## config.mk

```make
export PLATFORM = sky130hd
export DESIGN_NAME = vx_warp_barrier_unit
export DESIGN_NICKNAME = d
export VERILOG_FILES = /design/src/rtl/vx_warp_barrier_unit.sv
export SDC_FILE = /design/constraint.sdc
export NUM_CORES = 1
export LEC_CHECK = 0
export CAP_MARGIN = 20
export CORE_AREA = 2 2 102 79
export CTS_CLUSTER_SIZE = 40
export DETAILED_ROUTE_END_ITERATION = 8
export DIE_AREA = 0 0 104 81
export GPL_ROUTABILITY_DRIVEN = 1
export GPL_TIMING_DRIVEN = 0
export SLEW_MARGIN = 20
export SYNTH_ARGS = -nofsm -noshare
export SYNTH_HDL_FRONTEND = slang
export SYNTH_SLANG_ARGS = --single-unit
```

## constraint.sdc

```tcl
create_clock -name clk -period 5.9 [get_ports clk]
set_clock_uncertainty 0.15 [all_clocks]
set_input_delay 1.18 -clock clk [delete_from_list [all_inputs] [get_ports clk]]
set_output_delay 1.18 -clock clk [all_outputs]
set_load 0.1 [all_outputs]
```

## src/rtl/vx_warp_barrier_unit.sv

```systemverilog
// Per-core warp barrier controller: NUM_BARRIERS independent barriers, one arrival per cycle,
// one registered release per completed barrier. Define BARRIER_PERF_EN to add perf counters.
module vx_warp_barrier_unit #(
  parameter int NUM_WARPS    = 4,
  parameter int NUM_BARRIERS = 4,
`ifdef BARRIER_PERF_EN
  parameter int CTR_W        = 32,
`endif
  localparam int NW_W = (NUM_WARPS > 1) ? $clog2(NUM_WARPS) : 1,
  localparam int NB_W = (NUM_BARRIERS > 1) ? $clog2(NUM_BARRIERS) : 1
) (
  input  logic                 clk,
  input  logic                 reset_n,
  input  logic                 req_valid,
  output logic                 req_ready,
  input  logic [NW_W-1:0]      req_wid,
  input  logic [NB_W-1:0]      req_id,
  input  logic [NW_W-1:0]      req_size_m1,
  input  logic                 req_is_noop,
  output logic                 rel_valid,
  input  logic                 rel_ready,
  output logic [NB_W-1:0]      rel_id,
  output logic [NUM_WARPS-1:0] rel_wmask,
  output logic [NUM_WARPS-1:0] stalled_wmask,
  output logic                 err_dup
`ifdef BARRIER_PERF_EN
  ,
  output logic [CTR_W-1:0]     perf_waits,
  output logic [CTR_W-1:0]     perf_releases
`endif
);

  typedef enum logic {ST_IDLE, ST_COLLECT} bar_state_t;

  bar_state_t           state_q   [NUM_BARRIERS];
  logic [NW_W-1:0]      size_m1_q [NUM_BARRIERS];
  logic [NW_W-1:0]      count_q   [NUM_BARRIERS];
  logic [NUM_WARPS-1:0] arrived_q [NUM_BARRIERS];
  logic [NUM_WARPS-1:0] wait_q    [NUM_BARRIERS];

  logic                 accept;
  logic                 cur_open;
  logic                 dup;
  logic                 complete;
  logic [NUM_WARPS-1:0] wid_oh;
  logic [NUM_WARPS-1:0] add_mask;
  logic [NUM_WARPS-1:0] final_wait;

  assign req_ready = !rel_valid || rel_ready;
  assign accept    = req_valid && req_ready;
  assign cur_open  = (state_q[req_id] == ST_COLLECT);
  assign dup       = cur_open && arrived_q[req_id][req_wid];
  assign add_mask  = req_is_noop ? '0 : wid_oh;
  assign final_wait = (cur_open ? wait_q[req_id] : '0) | add_mask;

  // An IDLE arrival completes only a single-warp barrier; the first arrival's size is the one kept.
  assign complete = accept && !dup &&
                    (cur_open ? (count_q[req_id] == size_m1_q[req_id]) : (req_size_m1 == '0));

  always_comb begin
    wid_oh          = '0;
    wid_oh[req_wid] = 1'b1;
    stalled_wmask   = '0;
    for (int b = 0; b < NUM_BARRIERS; b++) stalled_wmask |= wait_q[b];
  end

  always_ff @(posedge clk) begin
    if (!reset_n) begin
      for (int b = 0; b < NUM_BARRIERS; b++) begin
        state_q[b]   <= ST_IDLE;
        size_m1_q[b] <= '0;
        count_q[b]   <= '0;
        arrived_q[b] <= '0;
        wait_q[b]    <= '0;
      end
      rel_valid <= 1'b0;
      rel_id    <= '0;
      rel_wmask <= '0;
      err_dup   <= 1'b0;
    end else begin
      if (rel_valid && rel_ready) rel_valid <= 1'b0;
      if (accept) begin
        if (dup) begin
          err_dup <= 1'b1;
        end else if (complete) begin
          // A new completion reloads the slot even while the previous release is draining.
          state_q[req_id]   <= ST_IDLE;
          count_q[req_id]   <= '0;
          arrived_q[req_id] <= '0;
          wait_q[req_id]    <= '0;
          rel_valid         <= 1'b1;
          rel_id            <= req_id;
          rel_wmask         <= final_wait;
        end else if (!cur_open) begin
          state_q[req_id]   <= ST_COLLECT;
          size_m1_q[req_id] <= req_size_m1;
          count_q[req_id]   <= NW_W'(1);
          arrived_q[req_id] <= wid_oh;
          wait_q[req_id]    <= add_mask;
        end else begin
          count_q[req_id]   <= count_q[req_id] + NW_W'(1);
          arrived_q[req_id] <= arrived_q[req_id] | wid_oh;
          wait_q[req_id]    <= final_wait;
        end
      end
    end
  end

`ifdef BARRIER_PERF_EN
  function automatic logic [CTR_W-1:0] popcount(input logic [NUM_WARPS-1:0] m);
    logic [CTR_W-1:0] n;
    n = '0;
    for (int i = 0; i < NUM_WARPS; i++) n = n + CTR_W'(m[i]);
    return n;
  endfunction

  always_ff @(posedge clk) begin
    if (!reset_n) begin
      perf_waits    <= '0;
      perf_releases <= '0;
    end else begin
      perf_waits <= perf_waits + popcount(stalled_wmask);
      if (rel_valid && rel_ready) perf_releases <= perf_releases + CTR_W'(1);
    end
  end
`endif

endmodule

```

### Word level (Yosys, flattened, before mapping)

Memory sizes are Yosys's and may differ from the RTL's.
Cells that the tools add are included.

* $add $sub $neg: 1
* $lt $le $gt $ge: 2
* equality and inequality tests: 1
* muxes and demuxes: 51
* bitwise operators: 13
* reduce and logical (&&, ||, !) cells: 17

Operators by type and width (count)
* $mux W1: 32
* $mux W4: 8
* $or A4 B4 Y4: 5
* $mux W2: 9
* $reduce_or A4 Y1: 2
* $or A1 B1 Y1: 7
* $logic_and A1 B1 Y1: 6
* $reduce_or A2 Y1: 2
* $lt A2 B3 Y1 const B: 1
* $reduce_and A3 Y1: 1
* $add A2 B1 Y2 const B: 1
* $bmux W1 S2: 1
* $demux W1 S2: 1
* $eq A2 B2 Y1: 1
* $ge A2 B1 Y1 const B: 1
* $logic_not A1 Y1: 2
* $logic_not A2 Y1: 1
* $reduce_and A2 Y1: 1
* $logic_or A1 B1 Y1: 1
* $not A1 Y1: 1
* $reduce_or A1 Y1: 1

* bits in registers: 8
* RAM bits: 52
* bits of input ports: 11
* output and inout port bits: 13
* logic and storage cells: 94
* memories kept: 5

Memories
* arrived_q: depth 4, bits a word 4, read ports 1, clocked after memory_dff 0, write ports 4, RTL line 38 `logic [NUM_WARPS-1:0] arrived_q [NUM_BARRIERS];`
* wait_q: depth 4, bits a word 4, read ports 5, clocked after memory_dff 0, write ports 4, RTL line 39 `logic [NUM_WARPS-1:0] wait_q [NUM_BARRIERS];`
* count_q: depth 4, bits a word 2, read ports 1, clocked after memory_dff 0, write ports 4, RTL line 37 `logic [NW_W-1:0] count_q [NUM_BARRIERS];`
* size_m1_q: depth 4, bits a word 2, read ports 1, clocked after memory_dff 0, write ports 4, RTL line 36 `logic [NW_W-1:0] size_m1_q [NUM_BARRIERS];`
* state_q: depth 4, bits a word 1, read ports 1, clocked after memory_dff 0, write ports 4, RTL line 35 `bar_state_t state_q [NUM_BARRIERS];`

### Longest topological paths before layout

Gate-level depths: netlist of run 1.
An unclocked memory read counts as a cell.

* depth in word-level cells: 16
* gate-level depth with buffers: 9
* gate-level depth less buffers: 7

### Worst setup path after synthesis of run 1

Ideal clock, no wire load.

* path kind: input-to-reg
* start: input req_id[0]
* end: memory arrived_q[3][0] (enable)
* library setup time: 0.393 ns
* arrival: 3.036 ns
* data required time: 5.357 ns
* setup slack: 2.321 ns
* cell stages on the path: 6
* path buffers: 2
* path through: buf_6 > mux4_2 > buf_4 > inv_1 > a31oi_1 > o31ai_1

RTL lines
* from (decl): RTL line 17 `input logic [NB_W-1:0] req_id,`
* to (decl): RTL line 38

### Worst setup path in the final report of run 1

* start: input rel_ready
* end: output req_ready

* cells in the longest elaborated chain, start to end: 1

Ends and longest elaborated chain
* from (decl): RTL line 21 `input logic rel_ready,`
* $logic_or A1 B1 Y1: RTL line 49 `assign req_ready = !rel_valid || rel_ready;`
* to (decl): RTL line 15 `output logic req_ready,`

Every way passes these cells.

==> impl_metrics.csv, run 1 <==
group,metric,value,unit
route,drtAntennaViolNets,0,
finish,nets,278,
worst_hold_path,hold_depth,2,
power_and_ir_drop,peakVddDrop,0.09079,mV
logic_synthesis,yosysSeqAreaShare,0.5850,
sta,max_freq,0.2252,GHz
floorplanning,die_height,81,um
logic_synthesis,syn_nets,246,
power_and_ir_drop,combPwrFrac,0.162,
critical_path,reg2reg_from,"arrived_q[3][0]",
critical_path,crit_chain,"clkdlybuf4s50_1, nor2b_1, inv_1, clkdlybuf4s50_1",
grt,grtUsageTotal,0.1707,
logic_synthesis,ys.flop_type,"edfxtp_1",
critical_path,path_delay_family,"buffers and inverters",
clocking,clkSlewWorstSetupHoldPaths,60,ps
logic_synthesis,ys_types,42,
logic_synthesis,synthCells,235,
finish,antenna_cells,0,
critical_path,crit_required,4570,ps
floorplanning,row_count,28,
clocking,cts_made_buffers,9,
power_and_ir_drop,leakagePower,1.223,nW
critical_path,max_stage_delay,990,ps
clocking,clk-insertion-delay-late,340,ps
power_and_ir_drop,seqPwrFrac,0.523,
power_and_ir_drop,power.share.switching,0.2831,
place,preCtsSetupSlack,1164,ps
finish,multiInputGateArea,1090,um2
critical_path,cp-end-kind,"primary output",
floorplanning,core,7567,um2
sta,drv_slew,0,
logic_synthesis,yosys_register_bits,60,
sta,holdWs,308.9,ps
critical_path,cp_slowest_cell,"clkdlybuf4s50_1",
clocking,cts-htree-levels,3,
critical_path,r2r_slack,2760,ps
critical_path,worstPathArrival,3110,ps
route,via_per_inst,5.315,
sta,worstMarginPinSlew,982.4,ps
critical_path,critPathBufInv,3,
grt,grt_max_degree,11,
route,dr.pass1.iters,4,
floorplanning,start_util,0.3821,
route,vias,1993,
worst_hold_path,hp-start,"rel_id[1]",
critical_path,critPathMaxFanout,5,
power_and_ir_drop,power_density,275.0,nW/um2
logic_synthesis,ys_async_sr_fraction,0,
place,gp_congestion,0.8404,
critical_path,critical_path_class,"primary input to primary output",
route,wirelength,6783,um
sta,post-route-period-util,0.7525,
power_and_ir_drop,pwr-share-clk,0.315,
critical_path,r2r_cells,6,
grt,gr-total-overflow,0,
finish,syn2layout_area_growth,17.31,%
route,drt_iter0_drc,95,
grt,grt_pass1_wl,10600,um
sta,relSlewSlack,0.3430,
place,io_buffers,21,
power_and_ir_drop,power,0.0009326,W
sta,fin_setup_tns,0,ps
floorplanning,ios,24,
grt,grt_pass1_vias,1934,
route,wl_per_cell,18.09,um
sta,final.setup.worst_slack,1460,ps
grt,grt_antenna_before_repair,0,
clocking,post-cts-setup-buffer-count,0,
finish,fill_cells,728,
power_and_ir_drop,p_switching,0.0002640,W
place,dp_hpwl,4760,um
floorplanning,die_area,8424,um2
finish,register_area,1692,um2
route,route.detailed.drc,0,
finish,layout-drive-gt1-share,0.1519,
logic_synthesis,synth_edf_count,49,
critical_path,reg2reg_to,"wait_q[1][0]",
power_and_ir_drop,p_int,0.0006686,W
status,status,"completed",
sta,rsz0062_at_grt,"no",
worst_hold_path,holdPathEnd,"rel_id[1]",
clocking,clock-sinks,60,
logic_synthesis,synth_area,2892,um2
sta,hold_violations,0,
floorplanning,die_x,104,um
clocking,clockBufferDepth,2,
worst_hold_path,hold_class,"register to register",
clocking,cts_root_buffer,"clkbuf_8",
critical_path,critical_path.startpoint_type,"primary input",
critical_path,critical_path.most_common_cell,"clkdlybuf4s50_1",
flow_run,maxCapViolations,0,
clocking,post_cts_resized,0,
clocking,holdBufCountCts,0,
logic_synthesis,avgSynthCellArea,12.30,um2
logic_synthesis,yosys_warnings,0,
sta,setup_violations,0,
sta,timing.final.crit_period,4440,ps
clocking,cts_tree,"done",
how the worst max path moves through the flow:
stage	from	endpoint	slack [ps]	cells past startpoint
6_report	rel_ready	req_ready	1460	4
3_5_place_dp	req_id[0]	arrived_q[0][1]	1160	8
2_1_floorplan	req_id[0]	arrived_q[3][0]	2320	6
3_3_place_gp	req_id[0]	count_q[3][1]	700	7
5_1_grt	req_id[0]	arrived_q[0][1]	1360	8
4_1_cts	rel_ready	req_ready	1460	4
cell type report:
class / instances / area share
sequential: 60 / 0.4987
multi-input combinational: 147 / 0.3213
clock buffer: 9 / 0.03652
tap: 105 / 0.03873
timing repair buffer: 21 / 0.06197
clock inverter: 5 / 0.006271
buffer: 11 / 0.01734
inverter: 17 / 0.01918
stage by stage:
step / util / instance area, um2 / std cells
after CTS: 0.4482 / 3392 / 375
final: 0.4482 / 3392 / 375
after global routing: 0.4482 / 3392 / 375
after global placement: 0.4272 / 3233 / 361
after floorplan: - / 2892 / 235
after detailed placement: 0.4291 / 3247 / 361
worst min-delay path, cell delays in order, from the launching register on:
cell and delay, ps:
dfxtp_1 300, nand2_1 50, mux2i_1 60
layout by cell type, fill, tap and decap left out, types with 4 or more instances in the layout:
| cell | synthesis | routed |
|---|---|---|
| edfxtp_1 | 49 | 49 |
| nor2_1 | 44 | 44 |
| clkdlybuf4s50_1 | 0 | 21 |
| nand2_1 | 18 | 18 |
| inv_1 | 15 | 15 |
| mux4_2 | 13 | 13 |
| dfxtp_1 | 11 | 11 |
| a21oi_1 | 10 | 10 |
| clkbuf_8 | 0 | 9 |
| clkbuf_1 | 6 | 6 |
| nor2b_1 | 6 | 6 |
| a22oi_1 | 6 | 6 |
| or4_1 | 5 | 5 |
| a211oi_1 | 5 | 5 |
| o21ai_0 | 4 | 4 |
| clkinv_1 | 1 | 4 |
synthesized netlist by cell type (2+ instances only):
master,n,share of area
mux2i_1,2,0.0069
o21ai_0,4,0.0069
nor2b_1,6,0.013
a31oi_1,2,0.0043
a21oi_1,10,0.017
o21a_1,2,0.0052
nand3_1,3,0.0052
nor2_1,44,0.057
nor3_1,2,0.0035
a211oi_1,5,0.013
edfxtp_1,49,0.51
a21o_1,3,0.0078
nand2_1,18,0.023
xor2_2,2,0.011
inv_1,15,0.019
a22oi_1,6,0.016
buf_4,2,0.0052
mux4_2,13,0.10
nand2b_1,2,0.0043
a311oi_1,3,0.0091
clkbuf_1,6,0.0078
buf_2,2,0.0035
or4_1,5,0.013
dfxtp_1,11,0.076
state kept, by name (all words and copies together) (netlist names):
signal,flops
size_m1_q,8
rel_valid,1
count_q,8
err_dup,1
rel_wmask,4
wait_q,16
rel_id,2
arrived_q,16
state_q,4
power groups by stage:
stage / Combinational, W / Sequential (W) / Clock [W]
after floorplan: 0.0000894 / 0.000515 / 0
after global placement: 0.000148 / 0.000496 / 0
after detailed placement: 0.000151 / 0.000496 / 0
after CTS: 0.000151 / 0.000488 / 0.000300
after global routing: 0.000161 / 0.000489 / 0.000319
final: 0.000151 / 0.000487 / 0.000294
logic make-up after synthesis:
logic type             share of synthesized area
flip-flops                                0.5850
buffers and inverters                    0.04283
AND/OR/NAND/NOR                           0.1411
AO/OA/AOI/OAI                             0.1086
XOR/XNOR                                 0.01428
multiplexers                              0.1082
layer usage:
metal	up-vias	share of wire	GRT usage
li1	924	-	-
met1	1006	0.48	0.2282
met2	54	0.46	0.2651
met3	9	0.041	0.05217
met4	0	0.012	0.06486
met5	-	0	0
Power figures use the tool's default switching activity.
==> run 2, diff against run 1 <==
==> constraint.sdc (replaced) <==
create_clock -name clk -period 3.8 [get_ports clk]
set_clock_uncertainty 0.15 [all_clocks]
set_input_delay 0.76 -clock clk [delete_from_list [all_inputs] [get_ports clk]]
set_output_delay 0.76 -clock clk [all_outputs]
set_load 0.1 [all_outputs]
==> run 2 against run 1 <==
Worst hold slack barely moved. Cell count unchanged. Register-to-register slack lost 1800 ps. Sequential power up 55%. Critical path depth up 4. Via count up 0.45%. Core utilization up 0.30 points. Clock-buffer cell count unchanged. Die area stayed put. Sequential share of layout area shrank 0.33 points. Critical path type is now primary input to register. Highest routed layer unchanged.
==> impl_metrics.csv, run 2 (synthesis results as in run 1) <==
group,metric,value,unit
sta,drv_slew,0,
finish,nets,278,
route,drt-met1-wl,3167,um
sta,hold_violations,0,
grt,grt_pass1_wl,10600,um
critical_path,cp_slowest_cell,"clkdlybuf4s50_1",
sta,worstMarginPinSlew,996.1,ps
route,dr.pass1.iters,4,
sta,post-route-period-util,0.9669,
route,top_layer_used,"met4",
critical_path,critPathBufInv,2,
sta,final.setup.worst_slack,125.6,ps
critical_path,path_delay_family,"simple AND/OR/NAND/NOR gates",
place,preCtsSetupSlack,-515.7,ps
power_and_ir_drop,power_density,423.7,nW/um2
finish,design_area,3415,um2
grt,grt_antenna_before_repair,0,
critical_path,critical_path_class,"primary input to register",
status,status,"completed",
finish,final_common_cell,"edfxtp_1",
grt,grtUsageTotal,0.1707,
clocking,clkSlewWorstSetupHoldPaths,60,ps
route,route.detailed.drc,0,
clocking,cts_root_buffer,"clkbuf_8",
clocking,post_cts_resized,3,
finish,fin_cells,375,
route,met2_length,3132,um
grt,grt_pass1_vias,1934,
place,dp_hpwl,4760,um
floorplanning,core,7567,um2
clocking,cts_made_buffers,9,
sta,fin_setup_tns,0,ps
critical_path,critical_path.most_common_cell,"nand2_1",
finish,layout_common_cells,"49 x edfxtp_1, 44 x nor2_1, 21 x clkdlybuf4s50_1, 15 x nand2_1, 15 x inv_1",
place,io_buffers,21,
clocking,cts_tree,"done",
power_and_ir_drop,leakagePower,1.228,nW
power_and_ir_drop,power,0.001447,W
grt,grt_max_degree,11,
finish,syn2layout_area_growth,18.09,%
floorplanning,row_count,28,
floorplanning,die_x,104,um
critical_path,max_stage_delay,620,ps
route,vias,2002,
sta,setup_violations,0,
power_and_ir_drop,peakVddDrop,0.1408,mV
floorplanning,start_util,0.3821,
critical_path,worstPathArrival,3550,ps
sta,timing.final.crit_period,3674,ps
route,wl_per_cell,17.96,um
clocking,cts-htree-levels,3,
finish,antenna_cells,0,
critical_path,crit_required,3670,ps
critical_path,critPathMaxFanout,10,
floorplanning,die_height,81,um
clocking,holdBufCountCts,0,
finish,largestRegisters,"arrived_q x16, wait_q x16",
sta,relSlewSlack,0.3338,
grt,gr-total-overflow,0,
finish,layout-drive-gt1-share,0.1630,
critical_path,cp-end-kind,"register",
clocking,clk-insertion-delay-late,340,ps
place,dpl.cell_count,361,
worst_hold_path,hold_class,"register to register",
route,drt_iter0_drc,128,
route,via_per_inst,5.339,
clocking,clockBufferDepth,2,
sta,max_freq,0.2722,GHz
place,dpl_cell_area,3247,um2
sta,rsz0062_at_grt,"yes",
route,wirelength,6735,um
clocking,clock-sinks,60,
critical_path,crit_chain,"clkdlybuf4s50_1, buf_6, mux4_2, nand2_1, nand3_2, a211oi_1, nand2_1, nand2_4",
place,gp_congestion,0.8404,
critical_path,critical_path.startpoint_type,"primary input",
floorplanning,die_area,8424,um2
route,drtAntennaViolNets,0,
route,dr_wl_met3,371,um
floorplanning,ios,24,
clocking,post-cts-setup-buffer-count,0,
flow_run,maxCapViolations,0,
[run 2: worst paths after layout]
kind	cells past startpoint	startpoint	end	slack, ps
max	8	req_id[0]	wait_q[1][0]	130
min	2	rel_id[1]	rel_id[1]	310
max reg2reg	6	arrived_q[3][0]	wait_q[1][0]	940
min reg2reg	2	rel_id[1]	rel_id[1]	310
[run 2: where the power goes]
group	switching (W)	internal, W	leakage (nW)
Sequential	0.0000121	0.000744	0.600
Combinational	0.000162	0.0000748	0.550
Clock	0.000234	0.000220	0.0772
Total	0.000408	0.00104	1.23
[run 2: per-layer routing]
layer	up-vias	track usage
met4	0	0.06486
met5	-	0
met2	58	0.2651
li1	924	-
met3	7	0.05217
met1	1013	0.2282
[run 2: through the flow]
stage	hold WS [ps]	utilization
CTS	311.8	0.4492
finish	309.1	0.4512
global route	334.4	0.4512
floorplan	339.3	-
global placement	291.2	0.4272
detailed placement	303.4	0.4291
[run 2: layout make-up]
type / count / area, um2
Timing Repair Buffer: 21 / 210.2
Inverter: 17 / 65.06
Clock buffer: 9 / 123.9
Multi-Input combinational cell: 147 / 1112
Sequential cell: 60 / 1692
Tap cell: 105 / 131.4
Clock inverter: 5 / 21.27
Buffer: 11 / 58.81
Fill cell: 726 / 4153
[run 2: tightest hold or removal path, stage by stage, from the launching register on]
cell and delay (ps):
dfxtp_1 300, nand2_1 50, mux2i_1 60
==> run 3, diff against run 2 <==
--- a/config.mk
+++ b/config.mk
@@ -12,6 +12,7 @@
 export DIE_AREA = 0 0 104 81
 export GPL_ROUTABILITY_DRIVEN = 1
 export GPL_TIMING_DRIVEN = 0
+export SKIP_CTS_REPAIR_TIMING = 1
 export SLEW_MARGIN = 20
 export SYNTH_ARGS = -nofsm -noshare
 export SYNTH_HDL_FRONTEND = slang
==> results of run 3 <==
The final DEF is identical to that of run 2; final timing and power are the same.
